--- src/rtl/alu.sv ---
// 8-bit registered ALU: 16 opcodes, 9-bit result, carry and zero flags, one cycle of latency.
// Optional signed-overflow output is enabled by defining ALU_OVERFLOW_FLAG_EN.
module alu (
  input  logic       clock,
  input  logic       resetn,
  input  logic [7:0] op1,
  input  logic [7:0] op2,
  input  logic [3:0] opcode,
  output logic [8:0] result,
  output logic       carry_flag,
`ifdef ALU_OVERFLOW_FLAG_EN
  output logic       overflow_flag,
`endif
  output logic       zero_flag
);

  typedef enum logic [3:0] {
    OpAdd  = 4'h0,
    OpSub  = 4'h1,
    OpAnd  = 4'h2,
    OpOr   = 4'h3,
    OpXor  = 4'h4,
    OpNand = 4'h5,
    OpNor  = 4'h6,
    OpXnor = 4'h7,
    OpNot  = 4'h8,
    OpShl  = 4'h9,
    OpShr  = 4'hA,
    OpRol  = 4'hB,
    OpRor  = 4'hC,
    OpInc  = 4'hD,
    OpDec  = 4'hE,
    OpCmp  = 4'hF
  } op_e;

  logic [8:0] result_d, result_q;
  logic       carry_d, carry_q;
  logic       zero_d, zero_q;
  logic       ovf_d, ovf_q;
  op_e        op;

  assign op = op_e'(opcode);

  always_comb begin
    result_d = 9'h000;
    carry_d  = 1'b0;
    unique case (op)
      OpAdd: begin
        result_d = {1'b0, op1} + {1'b0, op2};
        carry_d  = result_d[8];
      end
      OpSub: begin
        result_d = {1'b0, op1} - {1'b0, op2};
        carry_d  = result_d[8];
      end
      OpAnd:  result_d = {1'b0, op1 & op2};
      OpOr:   result_d = {1'b0, op1 | op2};
      OpXor:  result_d = {1'b0, op1 ^ op2};
      OpNand: result_d = {1'b0, ~(op1 & op2)};
      OpNor:  result_d = {1'b0, ~(op1 | op2)};
      OpXnor: result_d = {1'b0, ~(op1 ^ op2)};
      OpNot:  result_d = {1'b0, ~op1};
      OpShl: begin
        result_d = {op1, 1'b0};
        carry_d  = op1[7];
      end
      OpShr: begin
        result_d = {2'b00, op1[7:1]};
        carry_d  = op1[0];
      end
      OpRol: begin
        result_d = {1'b0, op1[6:0], op1[7]};
        carry_d  = op1[7];
      end
      OpRor: begin
        result_d = {1'b0, op1[0], op1[7:1]};
        carry_d  = op1[0];
      end
      OpInc: begin
        result_d = {1'b0, op1} + 9'd1;
        carry_d  = result_d[8];
      end
      OpDec: begin
        result_d = {1'b0, op1} - 9'd1;
        carry_d  = result_d[8];
      end
      OpCmp: begin
        result_d = {6'b0, (op1 > op2), (op1 == op2), (op1 < op2)};
        carry_d  = (op1 < op2);
      end
      default: begin
        result_d = 9'h000;
        carry_d  = 1'b0;
      end
    endcase
    // Bit 8 is deliberately excluded so that 0x80+0x80 still reports zero.
    zero_d = (result_d[7:0] == 8'h00);
  end

  always_comb begin
    ovf_d = 1'b0;
    unique case (op)
      OpAdd:   ovf_d = (op1[7] == op2[7]) && (result_d[7] != op1[7]);
      OpSub:   ovf_d = (op1[7] != op2[7]) && (result_d[7] != op1[7]);
      OpInc:   ovf_d = (op1 == 8'h7F);
      OpDec:   ovf_d = (op1 == 8'h80);
      default: ovf_d = 1'b0;
    endcase
  end

  // resetn is active-high despite its name.
  always_ff @(posedge clock) begin
    if (resetn) begin
      result_q <= 9'h000;
      carry_q  <= 1'b0;
      zero_q   <= 1'b0;
      ovf_q    <= 1'b0;
    end else begin
      result_q <= result_d;
      carry_q  <= carry_d;
      zero_q   <= zero_d;
      ovf_q    <= ovf_d;
    end
  end

  assign result     = result_q;
  assign carry_flag = carry_q;
  assign zero_flag  = zero_q;

`ifdef ALU_OVERFLOW_FLAG_EN
  assign overflow_flag = ovf_q;
`else
  logic unused_ovf;
  assign unused_ovf = ovf_q;
`endif

endmodule

--- config.mk ---
export PLATFORM = sky130hd
export DESIGN_NAME = alu
export DESIGN_NICKNAME = d
export VERILOG_FILES = /design/src/rtl/alu.sv
export SDC_FILE = /design/constraint.sdc
export NUM_CORES = 1
export LEC_CHECK = 0
export CORE_ASPECT_RATIO = 0.6
export CORE_MARGIN = 5
export CORE_UTILIZATION = 55
export DETAILED_ROUTE_END_ITERATION = 10
export HOLD_SLACK_MARGIN = 0.12
export PLACE_DENSITY = 0.79
export SYNTH_ARGS = -nofsm -noshare
export SYNTH_HDL_FRONTEND = slang
export SYNTH_SLANG_ARGS = --single-unit
--- constraint.sdc ---
create_clock -name clock -period 5.7 [get_ports clock]
set_input_delay 0.855 -clock clock [delete_from_list [all_inputs] [get_ports clock]]
set_output_delay 0.855 -clock clock [all_outputs]
set_load 0.01 [all_outputs]
==> impl_results.md, run 1 <==
- WL met3: 1.19 mm
- Synth cell count leaders: 26 x ha_1, 25 x inv_1, 24 x nor2_1
- Seq cells post-synth: 11
- Critical path class: in2reg
- Post-DP Area: 0.00284 mm^2
- Count leader, synth: ha_1
- Number of hold buffers added after CTS: 0
- Row cnt: 19
- Aggregate global routing overflow: 0
- Setup tns final: 0 ps
- Core area: 0.00456 mm^2
- Ports: 33
- Final setup fails: 0
- Leak: 0.00114 uW
- First-pass GRT wire length: 13.7 mm
- CTS H-tree lvls: 1
- Crit start category: input pin
- Vias in the first global route: 2567
- Layout area overhead: 11.7%
- Num Clock Sinks: 11
- Highest routed layer: met4
- Clock-pin slew on the worst setup and hold paths: 60 ps
- Syn_nets: 396
- Initial detailed-routing violation count: 376
- DR WL/cell: 20.2 um
- Die width: 98.4 um
- Slew headroom: 0.320
- Status: completed
- First-pass DRT Iterations: 5
- Fraction of layout cells with a size suffix above 1: 0.0836
- Min Clock Period, post-route: 4090 ps
- CTS tree: built
- PortBufs: 32
- CTS Buffer Depth: 2
- Fmax: 245 MHz
- RD Place Congestion: 0.995
- Slew Viols, Final: 0
- CTS Buf Count: 3
- Fin cells: 422
- Post-CTS resize count: 0
- Netlist Area Pre-Place: 0.00258 mm^2
- Worst Tran Pin Value: 1020 ps
- Final Cycle Share: 0.717
- Die area: 0.00621 mm^2
- Seq. cell area: 220 um^2
- Initial antenna violation count: 0
- Design Area, Final: 0.00288 mm^2
- Yosys top cell area share: 0.126
- Detail Placement HPWL: 6.40 mm
- Placed instance count: 418
- RSZ-0062 raised after global routing: no
- Hold Path Class: in2reg
- Die Y: 63.1 um
- Final ANT Viol Nets: 0
- Max cap viols: 0
- Worst VDD drop: 0.000126 V
- Post-synthesis sequential area ratio: 0.0853
- Ys Warns: 0
- PD cells: 139 mW/mm^2
- Antenna cells: 0
- Initial Util: 0.566
- GRT Total Usage: 0.266
- Pin count of the biggest net entering global routing: 30
- Ys flop type: dfxtp_1
- Layout Nets: 410
- Fill cells: 413
- Syn Inst Count: 346
- Via/cell ratio: 6.89
- Largest cells by area after synthesis: ha_1 13%, dfxtp_1 8.5%, inv_1 3.6%, nor2_1 3.5%, nand2_1 3.3%
- Post-route DRC: 0
- Mapped Avg Cell Area: 7.46 um^2
- Total length of routed wires: 8.51 mm
- Metal-1 WL: 3.78 mm
- Largest fanout on the critical path: 8
- EDFF count, synth: 0
- Worst setup EP type: register
- Cell variety after synth: 77
- Worst endpoint required time: 5890 ps
- Root buffer cell: clkbuf_8
- Worst Path Arrival: 4270 ps
- Yosys top cell by area: ha_1
- Final Hold Slack: 1400 ps
- Detailed-route via count: 2906
- Setup Buffers After CTS: 0
- Multi-input gate area: 0.00208 mm^2
- Final hold vios: 0
- Post-synthesis async set-or-reset flop share: 0
- Met2 Wirelength: 3.46 mm
cell usage in the layout, fill, tap and decap left out, types with 5 or more instances in the layout:
cell / count
dfxtp_1: 11
nor2_1: 24
o211ai_1: 6
inv_1: 25
nand2b_1: 9
nand2_1: 23
o22ai_1: 9
nor3_1: 9
a21oi_1: 15
clkdlybuf4s50_1: 32
o221ai_1: 5
a32oi_1: 7
nand3_1: 8
xnor2_1: 5
nor2b_1: 12
buf_4: 5
ha_1: 26
or3_1: 5
o21ai_0: 12
final cells by class:
type	count	area share
Multi-Input combinational cell	279	0.720
Timing Repair Buffer	37	0.124
Sequential cell	11	0.0764
Inverter	28	0.0365
Tap cell	63	0.0273
Clock buffer	4	0.0156
cells by family after synthesis:
| group | count (synthesis) | share of synthesized area |
|---|---|---|
| simple gates | 128 | 0.293 |
| compound gates | 109 | 0.318 |
| buf+inv | 56 | 0.111 |
| xor+xnor | 8 | 0.0271 |
| mux | 6 | 0.0247 |
| fa+ha+maj | 28 | 0.142 |
| flops | 11 | 0.0853 |
worst paths after layout:
check | from | endpoint | slack (ps) | cells after the start
hold / removal | resetn | result[0]$_SDFF_PP0_ | 1400 | 2
setup / recovery | op1[0] | zero_flag$_SDFF_PP0_ | 1610 | 12
through the flow:
step                total power (uW)   util  setup slack (ps)
finish                           400  0.632              1610
global route                     423  0.632              1480
CTS                              391  0.632              1740
detailed placement               309  0.622              1520
global placement                 307  0.622              1620
floorplan                        239      -              2710
critical path, cell delays in order:
cell	delay, ps
clkdlybuf4s50_1	570
inv_1	230
ha_1	200
inv_1	60
fa_1	410
nor2b_1	170
o31ai_1	690
xnor2_1	190
nor2_1	50
o32ai_1	390
and4_1	270
and4_1	190
metal layers:
metal,vias up,global-route usage
met1,1333,0.405
met4,0,0.0545
met3,16,0.0882
met5,-,0
li1,1328,-
met2,229,0.356
where the power goes:
group / switching [uW] / internal [uW]
sequential: 1.62 / 83.7
clock: 34.2 / 49.5
combinational: 134 / 97.0
total: 170 / 230
state kept, by name, summed over array words and instances (netlist names):
signal      count
carry_flag      1
result          9
zero_flag       1
Power figures use the tool's default switching activity.
==> run 2, diff against run 1 <==
Clock period 5.7 ns to 3.89 ns, I/O delays scaled along.
==> impl_results.md, run 2 (synthesis results as in run 1) <==
- CTS tree: built
- Slew Viols, Final: 0
- Pin count of the biggest net entering global routing: 29
- PortBufs: 32
- Layout Nets: 426
- Worst path depth: 12
- Antenna cells: 0
- Number of hold buffers added after CTS: 0
- Max cap viols: 0
- Min Clock Period, post-route: 3190 ps
- Crit start category: input pin
- RSZ-0062 raised after global routing: no
- Status: completed
- Post-CTS resize count: 0
- DR WL/cell: 19.2 um
- Detailed-route via count: 2906
- Worst Hold Depth: 2
- Row cnt: 19
- Most frequent cells in the layout: 32 x clkdlybuf4s50_1, 26 x ha_1, 25 x inv_1
- Design Area, Final: 0.00302 mm^2
- Slowest CP cell: clkdlybuf4s50_1
- Clock-pin slew on the worst setup and hold paths: 50 ps
- Critical path class: in2reg
- Aggregate global routing overflow: 0
- Worst setup EP type: register
- Die width: 98.4 um
- Die Y: 63.1 um
- Critical Path, Cell by Cell: clkdlybuf4s50_1 -> inv_1 -> ha_1 -> inv_1 -> fa_1 -> nor2b_1 -> o31ai_1 -> xnor2_1 -> nor2_1 -> o32ai_1 -> and4_1 -> and4_1
- Setup tns final: 0 ps
- Slowest Stage Delay on Critical Path: 420 ps
- Slew headroom: 0.569
- Hold Path Class: in2reg
- Num Clock Sinks: 11
- Commonest non-fill, non-tap cell in the layout: clkdlybuf4s50_1
- Final ANT Viol Nets: 0
- Root buffer cell: clkbuf_8
- Largest fanout on the critical path: 5
- Initial antenna violation count: 0
- RD Place Congestion: 1.07
- Core area: 0.00456 mm^2
- Total length of routed wires: 8.43 mm
- Detail Placement HPWL: 6.70 mm
- Setup Buffers After CTS: 0
- CTS Buf Count: 3
- Worst path bufs/invs: 3
- Worst Tran Pin Value: 630 ps
- CTS H-tree lvls: 1
- Final hold vios: 0
- Leak: 0.00122 uW
- Layout area overhead: 16.8%
- Worst endpoint required time: 4070 ps
- Worst VDD drop: 0.000222 V
- First-pass DRT Iterations: 5
- First-pass GRT wire length: 13.7 mm
- PD cells: 199 mW/mm^2
- Final Hold Slack: 1180 ps
- Die area: 0.00621 mm^2
- Largest register FFs: 9
- Ports: 33
- CTS Buffer Depth: 2
- Fmax: 313 MHz
- Initial Util: 0.566
- Final Cycle Share: 0.821
- Vias in the first global route: 2563
- Fraction of layout cells with a size suffix above 1: 0.123
- Via/cell ratio: 6.63
- Initial detailed-routing violation count: 383
- Worst Path Arrival: 3370 ps
- Post-DP Area: 0.00297 mm^2
- Final setup fails: 0
- Post-route DRC: 0
- Top delay family on crit path: compound AO/OA/AOI/OAI gates
- GRT Total Usage: 0.265
run 2: cell count changes in the layout (fill, tap and decap cells not counted):
cell / change
buf_4: +15
buf_12: +1
run 2: worst paths after layout:
check	start	to	slack, ps
max	op1[0]	zero_flag$_SDFF_PP0_	700
min	resetn	result[3]$_SDFF_PP0_	1180
run 2: metrics by stage:
stage	utilization	worst slack (ps)	total power (uW)	std cells
after detailed placement	0.651	497	472	434
final	0.661	698	599	438
after CTS	0.661	741	589	438
after floorplan	-	1170	351	346
after global routing	0.661	528	635	438
after global placement	0.651	564	469	434
run 2: layout make-up:
cell class                      count  area [um^2]
Clock buffer                        4         45.0
Fill cell                         418         1550
Inverter                           28          105
Multi-Input combinational cell    279         2080
Sequential cell                    11          220
Tap cell                           63         78.8
Timing Repair Buffer               53          490
run 2: per-layer routing:
metal,GRT usage,up-vias,part of all wire
met5,0,-,0
met4,0.0239,0,0.012
met3,0.0628,19,0.13
met2,0.388,214,0.40
met1,0.405,1312,0.46
li1,-,1361,-
run 2: where the power goes:
group          switching (uW)  internal [uW]
Sequential               2.56            123
Combinational             200            157
Clock                    44.8           72.1
==> run 3, diff against run 2 <==
Settings changed: CORE_UTILIZATION 55 to 52.
Clock period 3.89 ns to 2.56 ns, I/O delays scaled along.
==> impl_results.md, run 3 (synthesis results as in run 1) <==
- CTS Buf Count: 3
- Slowest Stage Delay on Critical Path: 400 ps
- Fraction of layout cells with a size suffix above 1: 0.457
- Worst Path Arrival: 2790 ps
- Final hold vios: 0
- Post-place setup slack: -500 ps
- Die Y: 64.6 um
- Slew Viols, Final: 0
- Root buffer cell: clkbuf_8
- PD cells: 297 mW/mm^2
- Critical path class: in2reg
- PortBufs: 32
- Vias in the first global route: 3606
- Max cap viols: 0
- Worst VDD drop: 0.000426 V
- Initial detailed-routing violation count: 796
- Initial antenna violation count: 1
- Row cnt: 19
- Core area: 0.00468 mm^2
- Total length of routed wires: 14.0 mm
- Hold Path Class: in2reg
- GRT Total Usage: 0.373
- Detailed-route via count: 3981
- Seq. cell area: 220 um^2
- Num Clock Sinks: 11
- Layout area overhead: 63.8%
- Min Clock Period, post-route: 2660 ps
- Setup tns final: -116 ps
- Largest fanout on the critical path: 7
- CP dominant cell by count: and4_1
- Most frequent cells in the layout: 128 x buf_4, 24 x nor2_1, 23 x nand2_1
- First-pass DRT Iterations: 11
- CTS H-tree lvls: 1
- CTS Buffer Depth: 2
- Final ANT Viol Nets: 0
- Ports: 33
- Die area: 0.00652 mm^2
- Pin count of the biggest net entering global routing: 22
- Failing checks: negative setup slack
- Aggregate global routing overflow: 0
- Leak: 0.00191 uW
- First-pass GRT wire length: 19.2 mm
- Via/cell ratio: 7.19
- DR WL/cell: 25.3 um
- Die width: 101 um
- Total chip power: 1260 uW
- Status: finished with violations
- Min setup slack post-route: -102 ps
- Worst setup EP type: register
- Fmax: 376 MHz
- Initial Util: 0.551
- Number of hold buffers added after CTS: 0
- Final Cycle Share: 1.04
- Multi-input gate area: 0.00239 mm^2
- Final setup fails: 2
- Worst Tran Pin Value: 514 ps
- Layout Nets: 541
- Post-route DRC: 0
- Worst endpoint required time: 2690 ps
- CTS tree: built
- RD Place Congestion: 1.01
- Fill cells: 193
- Commonest non-fill, non-tap cell in the layout: buf_4
- Largest register FFs: 9
- Final Util: 0.903
- Slew headroom: 0.655
- Critical Path, Cell by Cell: dlygate4sd2_1 -> buf_4 -> or2_2 -> or3_4 -> nor3_1 -> o21bai_1 -> nor4_2 -> and4_1 -> and4_1
- Crit start category: input pin
- Slowest CP cell: or3_4
- Clock-pin slew on the worst setup and hold paths: 50 ps
- Detail Placement HPWL: 8.50 mm
[run 3: changes by cell type in the layout (fill, tap and decap cells not counted), moves of 8 or more]
| cell | delta |
|---|---|
| dlygate4sd2_1 | +8 |
| clkdlybuf4s50_1 | -20 |
| inv_1 | -15 |
| ha_1 | -13 |
| inv_2 | +15 |
| ha_4 | +8 |
| buf_4 | +108 |
| dlymetal6s2s_1 | +10 |
[run 3: path summary, 6_finish.rpt]
check	to	cells past startpoint	from	slack [ps]
worst max-delay path	zero_flag$_SDFF_PP0_	9	opcode[1]	-100
worst min-delay path	carry_flag$_SDFF_PP0_	5	opcode[3]	870
[run 3: layout make-up]
cell class / count / area share
diodes: 1 / 0.000592
clock buffers: 4 / 0.0107
inverters: 28 / 0.0249
multi-input cells: 279 / 0.566
flip-flops and latches: 11 / 0.0521
well taps: 63 / 0.0186
repair buffers: 168 / 0.327
[run 3: per-layer routing]
metal | part of all wire | vias to the layer above | GRT usage
met2 | 0.39 | 446 | 0.578
met5 | 0 | - | 0
met4 | 0.087 | 0 | 0.151
li1 | - | 1600 | -
met1 | 0.37 | 1763 | 0.492
met3 | 0.16 | 172 | 0.0997
[run 3: worst max-delay path: cells and delay by family]
kind | cells | cell delay (ps)
buffers and inverters | 2 | 570
AOI/OAI and AO/OA | 1 | 250
and+or+nand+nor | 6 | 1580
[run 3: where the power goes]
group          internal (uW)  switching, uW  leakage (uW)  total [uW]
Clock                    110           73.4     0.0000228         183
Sequential               186           6.11     0.0000907         193
Combinational            421            459       0.00179         880
Total                    718            538       0.00191        1260
[run 3: what timing repair did]
action	4_1_cts	5_1_grt
setup buffers	7	4
endpoints found under the hold margin	0	0
resized for setup	54	49
endpoints found under the setup margin	8	7
cloned	0	1
pin swaps	22	20
[run 3: per-stage QoR]
step / instance area [um^2] / instances / hold WS [ps]
3_5_place_dp: 3740 / 537 / 1130
3_3_place_gp: 3740 / 537 / 1120
4_1_cts: 4050 / 548 / 940
5_1_grt: 4230 / 554 / 847
6_report: 4230 / 554 / 872
2_1_floorplan: 2580 / 346 / 644
